<file path="src/rtl/operand_fetch.sv">
// Decode-side operand fetch: regfile read, writeback/bypass forwarding and a
// per-register pending-write scoreboard. Optional bypass: OPFETCH_BYPASS_EN.
module operand_fetch #(
  parameter int DATA_W = 32,
  parameter int ADDR_W = 5,
  parameter int CNT_W  = 2
) (
  input  logic              clk,
  input  logic              rst,
  input  logic              in_valid,
  output logic              in_ready,
  input  logic [ADDR_W-1:0] in_rs,
  input  logic [ADDR_W-1:0] in_rt,
  input  logic              in_use_rs,
  input  logic              in_use_rt,
  input  logic              in_wreg,
  input  logic [ADDR_W-1:0] in_dest,
  output logic              re1,
  output logic              re2,
  output logic [ADDR_W-1:0] raddr_1,
  output logic [ADDR_W-1:0] raddr_2,
  input  logic [DATA_W-1:0] rdata_1,
  input  logic [DATA_W-1:0] rdata_2,
  input  logic              byp_valid,
  input  logic [ADDR_W-1:0] byp_addr,
  input  logic [DATA_W-1:0] byp_data,
  input  logic              wb_we,
  input  logic [ADDR_W-1:0] wb_waddr,
  input  logic [DATA_W-1:0] wb_wdata,
  input  logic              flush,
  output logic              out_valid,
  input  logic              out_ready,
  output logic [DATA_W-1:0] out_op1,
  output logic [DATA_W-1:0] out_op2,
  output logic              out_wreg,
  output logic [ADDR_W-1:0] out_dest,
  output logic              hazard
);

  localparam int NREG = 1 << ADDR_W;
  localparam logic [CNT_W-1:0] CNT_MAX = '1;

  logic [CNT_W-1:0]  cnt   [NREG];
  logic [CNT_W-1:0]  cnt_d [NREG];
  logic [DATA_W:0]   res1;
  logic [DATA_W:0]   res2;
  logic              sat;
  logic              accept;
  logic              kill;

`ifndef OPFETCH_BYPASS_EN
  logic byp_unused;
  assign byp_unused = ^{byp_valid, byp_addr, byp_data};
`endif

  // MSB of the result flags a resolved operand
  function automatic logic [DATA_W:0] resolve(
    input logic              used,
    input logic [ADDR_W-1:0] s,
    input logic [DATA_W-1:0] rd,
    input logic [CNT_W-1:0]  c
  );
    logic wb_hit;
    logic byp_hit;
    wb_hit = wb_we && (wb_waddr == s);
`ifdef OPFETCH_BYPASS_EN
    byp_hit = byp_valid && (byp_addr == s);
`else
    byp_hit = 1'b0;
`endif
    if (!used || s == '0)
      resolve = {1'b1, {DATA_W{1'b0}}};
    else if (c == '0)
      resolve = {1'b1, wb_hit ? wb_wdata : rd};
    else if (c == CNT_W'(1) && wb_hit)
      resolve = {1'b1, wb_wdata};
    else if (c == CNT_W'(1) && byp_hit)
      resolve = {1'b1, byp_data};
    else
      resolve = {1'b0, {DATA_W{1'b0}}};
  endfunction

  function automatic logic [CNT_W-1:0] step(
    input logic [CNT_W-1:0] c,
    input logic             inc,
    input logic             dec_a,
    input logic             dec_b
  );
    logic [CNT_W:0] up;
    logic [CNT_W:0] dn;
    up = {1'b0, c} + {{CNT_W{1'b0}}, inc};
    dn = {{CNT_W{1'b0}}, dec_a} + {{CNT_W{1'b0}}, dec_b};
    step = (up < dn) ? '0 : CNT_W'(up - dn);
  endfunction

  assign re1     = in_valid && in_use_rs && !rst;
  assign re2     = in_valid && in_use_rt && !rst;
  assign raddr_1 = in_rs;
  assign raddr_2 = in_rt;

  assign res1 = resolve(in_use_rs, in_rs, rdata_1, cnt[in_rs]);
  assign res2 = resolve(in_use_rt, in_rt, rdata_2, cnt[in_rt]);
  assign sat  = in_wreg && (in_dest != '0) && (cnt[in_dest] == CNT_MAX);

  assign hazard   = in_valid && (!res1[DATA_W] || !res2[DATA_W] || sat);
  assign in_ready = !rst && !hazard && (!out_valid || out_ready) && !flush;
  assign accept   = in_valid && in_ready;
  assign kill     = flush && out_valid && out_wreg;

  always_comb begin
    for (int r = 0; r < NREG; r++) begin
      cnt_d[r] = '0;
      if (r != 0)
        cnt_d[r] = step(cnt[r],
                        accept && in_wreg && (in_dest == ADDR_W'(r)),
                        wb_we && (wb_waddr == ADDR_W'(r)),
                        kill && (out_dest == ADDR_W'(r)));
    end
  end

  always_ff @(posedge clk) begin
    if (rst) begin
      for (int r = 0; r < NREG; r++)
        cnt[r] <= '0;
      out_valid <= 1'b0;
      out_op1   <= '0;
      out_op2   <= '0;
      out_wreg  <= 1'b0;
      out_dest  <= '0;
    end else begin
      for (int r = 0; r < NREG; r++)
        cnt[r] <= cnt_d[r];
      if (flush) begin
        out_valid <= 1'b0;
      end else if (accept) begin
        out_valid <= 1'b1;
        out_op1   <= res1[DATA_W-1:0];
        out_op2   <= res2[DATA_W-1:0];
        out_wreg  <= in_wreg;
        out_dest  <= in_dest;
      end else if (out_ready) begin
        out_valid <= 1'b0;
      end
    end
  end

endmodule

</file>
<file path="config.mk">
export PLATFORM = sky130hd
export DESIGN_NAME = operand_fetch
export DESIGN_NICKNAME = d
export VERILOG_FILES = /design/src/rtl/operand_fetch.sv
export SDC_FILE = /design/constraint.sdc
export NUM_CORES = 1
export LEC_CHECK = 0
export BUFFER_PORTS_ARGS = -buffer_cell sky130_fd_sc_hd__clkbuf_2
export CORE_MARGIN = 2
export CORE_UTILIZATION = 51
export CTS_BUF_LIST = sky130_fd_sc_hd__clkbuf_8
export DETAILED_ROUTE_END_ITERATION = 8
export GPL_ROUTABILITY_DRIVEN = 0
export PLACE_DENSITY = 0.79
export SLEW_MARGIN = 20
export SYNTH_ARGS = -nofsm -noshare
export SYNTH_HDL_FRONTEND = slang
export SYNTH_SLANG_ARGS = --single-unit
</file>
<file path="constraint.sdc">
create_clock -name clk -period 4.1 [get_ports clk]
set_input_delay 1.025 -clock clk [delete_from_list [all_inputs] [get_ports clk]]
set_output_delay 1.025 -clock clk [all_outputs]
set_load 0.01 [all_outputs]
</file>
==> results.py <==
metrics = {
    "outcome": {
        "run_status": "complete, but fails checks",
        "violations": "setup timing",
    },
    "grt": {
        "first_global_vias": 10600,
        "grt_pass1_wl_mm": 55.7,
        "grtUsageTotal": 0.325,
        "antenna_found_initial": 0,
        "overflow": 0,
        "grt_start_max_net_pins": 73,
    },
    "synth": {
        "synthFlopType": "dfxtp_1",
        "ys_warn_count": 0,
        "ys_types": 60,
        "syn_nets": 1566,
        "synth_area_leaders": "dfxtp_1 (25%), ha_1 (15%), mux4_2 (7.2%), fa_1 (5.8%), nand2_1 (4.6%)",
        "synth-edff-count": 0,
        "syn_area_um2": 10700,
        "yosysTopAreaCell": "dfxtp_1",
        "seq_area_frac_synth": 0.250,
        "synth-seq-cells": 133,
        "avgSynthCellArea_um2": 8.55,
        "yosysTopAreaCellShare": 0.250,
        "synth_cells": 1248,
        "async_reset_ff_frac": 0,
    },
    "placement": {
        "place_area_um2": 12400,
        "dp_cells": 1721,
        "dpl.hpwl_mm": 27.4,
        "port_buffers": 209,
    },
    "clock_tree": {
        "clock_sinks": 133,
        "clock_path_buffers": 2,
        "root_buffer": "clkbuf_8",
        "clock_latency_ns": 0.49,
        "h-tree-depth": 4,
        "path_clk_slew_ns": 0.08,
        "cts_made_buffers": 17,
        "cts_tree": "yes",
    },
    "routing": {
        "ant_nets": 0,
        "dr.pass1.iters": 6,
        "wl_per_cell_um": 21.2,
        "drc": 0,
        "drt_wl_total_mm": 37.8,
        "avgViaCountPerCell": 6.33,
        "first_iter_violations": 1300,
        "via_count": 11300,
    },
    "critical_path": {
        "max_stage_delay_ns": 0.52,
        "cp-start-kind": "primary input",
        "crit_top_cell": "mux2i_2",
        "required_ns": 3.07,
        "slowest_stage": "mux4_2",
        "arrival_ns": 3.26,
        "crit_type": "primary input to primary output",
        "end_kind": "primary output",
        "critPathMaxFanout": 7,
        "path_cells": "clkbuf_16 > buf_12 > mux4_2 > mux2i_2 > mux2i_2 > a32o_2 > a221o_1 > o21a_1 > nor4_4 > buf_2",
    },
    "job": {
        "maxCapViolCount": 0,
    },
    "final_layout": {
        "drive_gt1_frac": 0.314,
        "layout_commonest_cell": "clkbuf_2",
        "n_antenna_cell": 0,
        "fin_area_um2": 13400,
        "area_growth_pct": 25.9,
        "final_cell_mix": "clkbuf_2 (203), dfxtp_1 (133), nand2_1 (132)",
        "final_core_util": 0.659,
        "multi_input_area_um2": 7510,
        "fin_cells": 1781,
        "fillers": 1591,
        "final_nets": 1816,
        "final-seq-area_um2": 2660,
    },
    "power_and_ir_drop": {
        "vdd_drop_max_mv": 0.192,
        "p_leak_nw": 6.01,
        "total_power_mw": 3.12,
        "power.density_nw_per_um2": 233,
    },
    "timing": {
        "final.setup.worst_slack_ns": -0.184,
        "worstMarginPinSlew_ns": 0.777,
        "slew_violations": 0,
        "skew_ns": 0.0175,
        "finalHoldViolations": 0,
        "finalCriticalPeriod_ns": 4.28,
        "relSlewSlack": 0.482,
        "min_period_over_period": 1.04,
        "setup_violations": 10,
        "rsz0062_at_grt": "yes",
        "setup_tns_ns": -0.492,
        "fmax_mhz": 233,
    },
    "floorplanning": {
        "num_io_pins": 248,
        "initial_core_util": 0.524,
        "die_width_um": 149,
        "dieArea_um2": 22100,
        "die_h_um": 149,
        "core-area_um2": 20400,
        "rows": 52,
    },
    "min_path": {
        "hold_path_class": "flip-flop to flip-flop",
    },
}
[logic make-up (layout without fill, tap and decap cells)]
group,count (synthesis),count (layout),synth area share
and+or+nand+nor,464,464,0.208
adders and majority gates,155,155,0.204
muxes,70,70,0.106
DFF,133,133,0.250
xor gates and xnor gates,41,41,0.0337
AOI/OAI and AO/OA,208,208,0.127
buffers and inverters,177,440,0.0719
[metrics by stage]
stage               hold WS (ns)  setup WS (ns)
floorplan                  0.480        -0.0484
global placement           0.444         -0.443
detailed placement         0.450         -0.537
CTS                        0.465         -0.149
global route               0.482         -0.228
finish                     0.462         -0.184
[critical path, delay by kind of cell]
family,cells,cell delay (ns)
mux,3,0.88
compound gates,3,0.79
buf+inv,3,0.42
simple gates,1,0.13
[flip-flops by register name, summed over array words and instances, names as in the netlist]
| name | flops |
|---|---|
| out_dest | 5 |
| out_wreg | 1 |
| out_valid | 1 |
| out_op2 | 32 |
| out_op1 | 32 |
| cnt | 62 |
[cells in the mapped netlist, drive strengths merged, types with 25 or more instances]
master	instances
mux4	34
nand2	133
mux2i	30
a21oi	37
nor2	106
buf	44
nand3	25
dfxtp	133
inv	69
nor4	28
fa	31
o21ai	76
and3	37
clkbuf	63
xnor2	37
nor3	59
ha	124
nand4	39
[metal layers]
layer  vias to the layer above  part of all wire  track usage
li1                       4938                 -            -
met1                      5327              0.37        0.410
met2                       768              0.46        0.510
met3                       235              0.12       0.0883
met4                         0             0.060        0.167
met5                         -                 0            0
[final timing paths]
check	to	slack [ns]	from	cells after the start
hold / removal	out_op2[3]	0.46	out_op2[3]	2
setup reg to reg	cnt[31][1]	0.29	cnt[17][1]	14
hold reg to reg	out_op2[3]	0.46	out_op2[3]	2
setup / recovery	in_ready	-0.18	in_rt[0]	10
[power breakdown]
group	switching [mW]	internal, mW
combinational	0.351	0.245
clock	0.643	0.567
sequential	0.0132	1.31
total	1.01	2.12
[what timing repair did]
action / CTS / global route
hold buffers: 0 / 0
endpoints found under the setup margin: 5 / 42
buffers inserted: 13 / 18
gates resized for setup: 22 / 51
pin swaps: 4 / 13
[layout make-up]
type / count / share of cell area
clock inverters: 15 / 0.0135
repair buffers: 338 / 0.167
clock buffers: 17 / 0.0174
inverters: 70 / 0.0196
multi-input cells: 938 / 0.559
well taps: 270 / 0.0252
flip-flops and latches: 133 / 0.198
Note: power is estimated with default switching activity, not from simulation.
